===== config.mk =====
export PLATFORM = sky130hd
export DESIGN_NAME = sine_cycle_meter
export DESIGN_NICKNAME = d
export VERILOG_FILES = /design/src/rtl/sine_meter_pkg.sv /design/src/rtl/sine_extrema_tracker.sv /design/src/rtl/sine_cycle_meter.sv
export SDC_FILE = /design/constraint.sdc
export NUM_CORES = 1
export LEC_CHECK = 0
export BUFFER_PORTS_ARGS = -buffer_cell sky130_fd_sc_hd__buf_2
export CORE_ASPECT_RATIO = 0.5
export CORE_MARGIN = 8
export CORE_UTILIZATION = 61
export DETAILED_ROUTE_END_ITERATION = 10
export PLACE_DENSITY = 0.93
export SYNTH_ARGS = -nofsm -noshare
export SYNTH_HDL_FRONTEND = slang
export SYNTH_SLANG_ARGS = --single-unit

===== constraint.sdc =====
create_clock -name clk -period 4.75 [get_ports clk]
set_input_delay 0.95 -clock clk [delete_from_list [all_inputs] [get_ports clk]]
set_output_delay 0.95 -clock clk [all_outputs]
set_load 0.005 [all_outputs]

===== src/rtl/sine_meter_pkg.sv =====
// Shared types and constants for the sine_gen cycle meter.
package sine_meter_pkg;

  localparam int unsigned SAMPLE_W = 20;
  localparam int unsigned PW_DEF   = 16;
  localparam int unsigned HYST_DEF = 16;
  localparam int unsigned DROP_W   = 8;

  typedef enum logic {
    ACQUIRE = 1'b0,
    MEASURE = 1'b1
  } meter_state_e;

  // period field is sized for the widest supported counter; narrower PW zero-extends
  typedef struct packed {
    logic [PW_DEF-1:0]          period;
    logic signed [SAMPLE_W-1:0] peak;
    logic signed [SAMPLE_W-1:0] trough;
    logic                       ovf;
  } meter_result_t;

endpackage


===== src/rtl/sine_extrema_tracker.sv =====
// Running signed max/min of accepted samples; restart reloads both with the current sample.
module sine_extrema_tracker
  import sine_meter_pkg::*;
(
  input  logic                       clk,
  input  logic                       reset,
  input  logic                       i_en,
  input  logic                       i_restart,
  input  logic signed [SAMPLE_W-1:0] i_sample,
  output logic signed [SAMPLE_W-1:0] o_max,
  output logic signed [SAMPLE_W-1:0] o_min
);

  logic signed [SAMPLE_W-1:0] r_max;
  logic signed [SAMPLE_W-1:0] r_min;

  always_ff @(posedge clk) begin
    if (reset) begin
      r_max <= '0;
      r_min <= '0;
    end else if (i_restart) begin
      r_max <= i_sample;
      r_min <= i_sample;
    end else if (i_en) begin
      if (i_sample > r_max) r_max <= i_sample;
      if (i_sample < r_min) r_min <= i_sample;
    end
  end

  assign o_max = r_max;
  assign o_min = r_min;

endmodule


===== src/rtl/sine_cycle_meter.sv =====
// Measures period, peak and trough of each sine cycle (rising crossings gated by a
// negative-hysteresis arm) and presents results on a one-deep valid/ready register.
module sine_cycle_meter
  import sine_meter_pkg::*;
#(
  parameter int unsigned PW   = PW_DEF,
  parameter int unsigned HYST = HYST_DEF
) (
  input  logic                clk,
  input  logic                reset,
  input  logic                in_valid,
  input  logic [SAMPLE_W-1:0] in_sample,
  output logic                out_valid,
  input  logic                out_ready,
  output logic [PW-1:0]       out_period,
  output logic [SAMPLE_W-1:0] out_peak,
  output logic [SAMPLE_W-1:0] out_trough,
  output logic                out_ovf,
  output logic [DROP_W-1:0]   drop_count
);

  localparam logic signed [SAMPLE_W-1:0] NEG_HYST = SAMPLE_W'(-$signed(HYST));
  localparam logic [PW-1:0]              CNT_MAX  = {PW{1'b1}};

  meter_state_e               r_state, w_state_nxt;
  logic                       r_armed, w_armed_nxt;
  logic [PW-1:0]              r_cnt;
  logic                       r_ovf;
  meter_result_t              r_res;
  logic                       r_out_valid;
  logic [DROP_W-1:0]          r_drop;

  logic signed [SAMPLE_W-1:0] w_sample;
  logic signed [SAMPLE_W-1:0] w_peak;
  logic signed [SAMPLE_W-1:0] w_trough;
  logic                       w_arm_hit;
  logic                       w_cross;
  logic                       w_emit;
  logic                       w_load;
  logic                       w_trk_en;

  assign w_sample  = $signed(in_sample);
  assign w_arm_hit = in_valid && (w_sample <= NEG_HYST);
  assign w_cross   = in_valid && r_armed && !in_sample[SAMPLE_W-1];
  assign w_emit    = w_cross && (r_state == MEASURE);
  assign w_load    = w_emit && (!r_out_valid || out_ready);
  assign w_trk_en  = in_valid && (r_state == MEASURE) && !w_cross;

  always_ff @(posedge clk) begin
    if (reset) begin
      r_state <= ACQUIRE;
      r_armed <= 1'b0;
    end else begin
      r_state <= w_state_nxt;
      r_armed <= w_armed_nxt;
    end
  end

  // a crossing both starts measurement and disarms until the next deep negative sample
  always_comb begin
    w_state_nxt = r_state;
    w_armed_nxt = r_armed;
    if (w_cross) begin
      w_state_nxt = MEASURE;
      w_armed_nxt = 1'b0;
    end else if (w_arm_hit) begin
      w_armed_nxt = 1'b1;
    end
  end

  always_ff @(posedge clk) begin
    if (reset) begin
      r_cnt <= '0;
      r_ovf <= 1'b0;
    end else if (w_cross) begin
      r_cnt <= PW'(1);
      r_ovf <= 1'b0;
    end else if (w_trk_en) begin
      if (r_cnt == CNT_MAX) r_ovf <= 1'b1;
      else                  r_cnt <= r_cnt + PW'(1);
    end
  end

  sine_extrema_tracker u_trk (
    .clk       (clk),
    .reset     (reset),
    .i_en      (w_trk_en),
    .i_restart (w_cross),
    .i_sample  (w_sample),
    .o_max     (w_peak),
    .o_min     (w_trough)
  );

  // one-deep result register; a full register with no handoff drops the new result
  always_ff @(posedge clk) begin
    if (reset) begin
      r_res       <= '0;
      r_out_valid <= 1'b0;
      r_drop      <= '0;
    end else begin
      if (w_load) begin
        r_res.period <= PW_DEF'(r_cnt);
        r_res.peak   <= w_peak;
        r_res.trough <= w_trough;
        r_res.ovf    <= r_ovf;
        r_out_valid  <= 1'b1;
      end else if (r_out_valid && out_ready) begin
        r_out_valid  <= 1'b0;
      end
      if (w_emit && !w_load && (r_drop != {DROP_W{1'b1}})) r_drop <= r_drop + DROP_W'(1);
    end
  end

  assign out_valid  = r_out_valid;
  assign out_period = r_res.period[PW-1:0];
  assign out_peak   = r_res.peak;
  assign out_trough = r_res.trough;
  assign out_ovf    = r_res.ovf;
  assign drop_count = r_drop;

endmodule


### Yosys cells after proc, flatten, opt, wreduce, memory -nomap -nowiden

Cells that the tools add are included.

| operators by class | value |
|---|---|
| $mul | 0 |
| shifts and indexed selects | 0 |
| multiplexer cells | 11 |
| divide/modulo/power cells | 0 |
| order comparisons | 3 |
| eq/ne operators | 3 |
| add/subtract/negate cells | 2 |
| reductions and logical operators | 25 |
| bitwise gates (word level) | 1 |

Operators with widths:

| kind | number |
|---|---|
| $mux W20 | 6 |
| $gt A20 B20 Y1 | 1 |
| $le A20 B5 Y1 const B | 1 |
| $lt A20 B20 Y1 | 1 |
| $add A16 B1 Y16 const B | 1 |
| $eq A16 B16 Y1 const B | 1 |
| $logic_and A1 B1 Y1 | 10 |
| $reduce_and A2 Y1 | 5 |
| $add A8 B1 Y8 const B | 1 |
| $ne A8 B8 Y1 const B | 1 |
| $reduce_bool A2 Y1 | 4 |
| $mux W1 | 5 |
| $logic_not A1 Y1 | 4 |
| $ne A2 B2 Y1 const B | 1 |
| $reduce_or A2 Y1 | 1 |
| $logic_or A1 B1 Y1 | 1 |
| $not A1 Y1 | 1 |

| word-level totals | value |
|---|---|
| bits in registers | 125 |
| bits in latches | 0 |
| bits in writable memories | 0 |
| memories | 0 |
| logic and storage cells | 58 |
| memory bits (read-only) | 0 |
| input port bits | 24 |
| output and inout bits | 66 |

### Longest topological paths before layout

| depth | value |
|---|---|
| depth in word-level cells | 7 |
| gate-level depth with buffers | 10 |
| mapped depth without buffers | 8 |

### Hierarchy

From an unflattened synthesis, not the netlist that was laid out.

| second synthesis, totals | value |
|---|---|
| cells, all modules | 723 |
| area, all modules | 6,015.8 um^2 |

Modules (own cells, without submodules):

| module | cells an instance | instances | area an instance (um^2) | seq. area each (um^2) |
|---|---|---|---|---|
| sine_cycle_meter | 428 | 1 | 3,425.8 | 1,701.6 |
| sine_extrema_tracker | 295 | 1 | 2,590.0 | 800.8 |

### Least setup slack after synthesis

OpenSTA, ideal clock, no wires.

| timing | value |
|---|---|
| path kind | input port to flip-flop |
| from | in in_sample[19] |
| to | reg u_trk.r_min[10], in the netlist u_trk.o_min[10] |
| cell stages on the path | 9 |
| library setup time | 0.072 ns |
| required time | 4.678 ns |
| data arrival time | 2.744 ns |
| setup slack | 1.935 ns |
| buffers on the path | 2 |
| cells stage by stage | ha_1 > nand4_2 > nor4_4 > a22oi_2 > and2_1 > a211oi_2 > buf_6 > buf_12 > mux2i_1 |

| on the way | value |
|---|---|
| longest elaborated chain between the ends | 6 |
| elaborated cells on any way between the ends | 9 |
| those cells by class | 1 x order compare; 1 x mux; 7 x reduce/logical |

Ends and longest elaborated chain:

| what | line | source |
|---|---|---|
| start, declared | sine_cycle_meter.sv:12 | `input logic [SAMPLE_W-1:0] in_sample,` |
| branches (longest 6 deep; another with $lt A20 B20 Y1) | - |  |
| end signal, assigned | sine_extrema_tracker.sv:23 | `r_min <= i_sample;` |
| end signal, assigned | sine_extrema_tracker.sv:26 | `if (i_sample < r_min) r_min <= i_sample;` |
| end, declared | sine_extrema_tracker.sv:15 | `logic signed [SAMPLE_W-1:0] r_min;` |

Parallel ways; which one is timed is not known.
A chain may end at the register's enable or synchronous reset.

### Worst setup path after layout

Ends and elaborated chain as after synthesis.

==> flow_metrics.tcl <==
set metrics [dict create \
    tightest_slew_ns 1.12 \
    ys_warn_count 0 \
    drt-pass1-iter-count 5 \
    port_buffers 89 \
    hold_class "reg -> reg" \
    yosys.area.top_type "dfxtp_1" \
    die_h_um 86.1 \
    clockBufferDepth 2 \
    die_area_um2 13400 \
    fin_crit_sh_pct 67.4 \
    cts_resized 0 \
    drv_slew 0 \
    synth_area_um2 5990 \
    p_sw_uw 562 \
    p_int_mw 1.88 \
    worst-path-max-fanout 12 \
    fin_tns_setup_ns 0 \
    place_congestion 0.871 \
    synth_cell_types 47 \
    area_growth_pct 17.5 \
    period_needed_ns 3.20 \
    route.met2.wl_mm 7.07 \
    htree_levels 4 \
    cp_slowest_stage_delay_ns 0.53 \
    grt_max_degree 83 \
    ys_ff_latch 125 \
    ios 90 \
    final_cell_mix "137 x nand2_1, 125 x dfxtp_1, 89 x buf_2" \
    placeableCoreArea_um2 9510 \
    synth_ff_type "dfxtp_1" \
    crit_required_ns 5.08 \
    fin_area_um2 7040 \
    antenna_found_initial 0 \
    wl_met1_mm 6.23 \
    finalSetupViolCount 0 \
    seq_power_share_pct 43.7 \
    dr_wl_met3_um 864 \
    start_util_pct 63.0 \
    grt_pass1_vias 5010 \
    clk_pin_slew_ns 0.05 \
    rsz0062_at_grt "false" \
    final_nets 843 \
    synth.avg_cell_area_um2 8.57 \
    clock_power_share_pct 50.0 \
    fillCellCount 697 \
    arrival_ns 3.53 \
    cts_buffers 17 \
    overflow 0 \
    drc 0 \
    track_usage_pct 21.8 \
    drv_cap 0 \
    multiInputGateArea_um2 3180 \
    wl_mm 14.5 \
    p_comb_share_pct 6.3 \
    synth_top_area_share_pct 41.8 \
    yosysSeqAreaShare_pct 41.8 \
    avgRoutedWirePerCell_um 15.7 \
    grt_first_pass_wirelength_mm 23.8 \
    cellLeakagePower_nw 3.01 \
    num_vias 5150 \
    placed_area_um2 6480 \
    drt_iter0_drc 370 \
    critPathSlowestCell "a211oi_4" \
    slew_headroom_pct 25.1 \
    syn-num-nets 764 \
    path_cells "buf_2 -> ha_1 -> nand4_2 -> nor4_4 -> a22oi_2 -> and2_1 -> a211oi_4 -> buf_4 -> mux2i_1" \
    outcome "finished clean" \
    rows 25 \
    synth_cells 699 \
    dp_hpwl_mm 10.1 \
    postCtsSetupRepairBufs 0 \
    peakVddDrop_mv 0.262 \
    fp.dieW_um 156 \
    cts_hold_buf 0 \
    yosys-top-cells-area "dfxtp_1 42%, nand2_1 8.6%, ha_1 8.6%" \
    drive_gt1_share_pct 17.5 \
    async_flop_share_pct 0 \
    fmax_mhz 312 \
    vias_per_cell 5.57 \
    layout_commonest_cell "nand2_1" \
    antenna_cells 0 \
    startpoint_type "input pin" \
    clk_latency_ns 0.42 \
    switching_share_pct 23.0 \
    synth_edf_count 0 \
    end_kind "register" \
    cts_tree "yes" \
    powerDensity_nw_per_um2 348 \
    path_class "in -> reg" \
    seq_area_um2 2500 \
    highest_layer "met4" \
    cts_sinks 125 \
    ant_nets 0 \
    cts_root_buf "clkbuf_16" \
    clock_skew_ns 0.0105 \
    finalHoldViolations 0 \
]
synth_stat cells (5+ instances only):
cell type	count
dfxtp_1	125
nand4_1	14
o21ai_0	12
nand3_1	6
inv_1	42
a21oi_1	84
ha_1	41
nand2_1	137
and4_1	5
nor2_1	30
clkbuf_1	25
xor2_1	15
or3_1	5
mux2i_1	40
nand2b_1	60
path summary, 6_finish.rpt:
kind	from	to	slack [ns]	cells past startpoint
hold / removal	out_period[3]	out_period[3]	0.45	2
hold reg to reg	out_period[3]	out_period[3]	0.45	2
setup / recovery	in_sample[19]	u_trk.o_min[10]	1.55	9
setup reg to reg	u_trk.o_min[19]	u_trk.o_min[10]	1.83	9
sequential cells by signal, indices dropped and copies added, names as in the netlist:
| register | count |
|---|---|
| u_trk.o_max | 20 |
| r_cnt | 16 |
| out_ovf | 1 |
| r_state | 1 |
| drop_count | 8 |
| u_trk.o_min | 20 |
| out_trough | 20 |
| r_ovf | 1 |
| out_period | 16 |
| out_valid | 1 |
| r_armed | 1 |
| out_peak | 20 |
layer usage:
layer / track usage (%) / vias up
met3: 6.32 / 37
li1: - / 2509
met1: 24.8 / 2452
met2: 37.5 / 152
met4: 9.78 / 0
met5: 0 / -
cell type report:
cell class,count,area share (%)
Multi-Input combinational cell,499,45.1
Sequential cell,125,35.5
Timing Repair Buffer,93,6.75
Clock buffer,19,6.15
Tap cell,135,2.40
Inverter,42,2.24
Clock inverter,12,1.76
worst max-delay path: cells and delay by family:
family / cells / cell delay [ns]
buf+inv: 2 / 0.49
fa+ha+maj: 1 / 0.41
compound gates: 2 / 0.66
simple gates: 3 / 0.76
mux: 1 / 0.26
logic make-up after synthesis:
| kind of cell | synth area share (%) |
|---|---|
| AND/OR/NAND/NOR | 23.3 |
| XOR/XNOR | 2.48 |
| AO/OA/AOI/OAI | 11.5 |
| multiplexers | 6.87 |
| adder cells (fa/ha/maj) | 8.56 |
| buffers and inverters | 5.49 |
| flip-flops | 41.8 |
per-stage QoR:
| step | instances | power [mW] | hold WS, ns | util [%] | worst slack [ns] |
|---|---|---|---|---|---|
| 6_report | 925 | 2.45 | 0.448 | 74.0 | 1.55 |
| 5_1_grt | 925 | 2.52 | 0.466 | 74.0 | 1.39 |
| 4_1_cts | 925 | 2.46 | 0.451 | 74.0 | 1.58 |
| 3_5_place_dp | 894 | 1.24 | 0.443 | 68.2 | 1.22 |
| 3_3_place_gp | 894 | 1.23 | 0.440 | 68.2 | 1.36 |
| 2_1_floorplan | 699 | 1.20 | 0.431 | - | 1.93 |
power groups by stage:
| stage | Sequential [mW] | Clock [mW] | Combinational (mW) |
|---|---|---|---|
| 2_1_floorplan | 1.09 | 0 | 0.108 |
| 3_3_place_gp | 1.09 | 0 | 0.141 |
| 3_5_place_dp | 1.09 | 0 | 0.150 |
| 4_1_cts | 1.07 | 1.23 | 0.152 |
| 5_1_grt | 1.07 | 1.28 | 0.171 |
| 6_report | 1.07 | 1.22 | 0.154 |
Note: power is estimated with default switching activity, not from simulation.
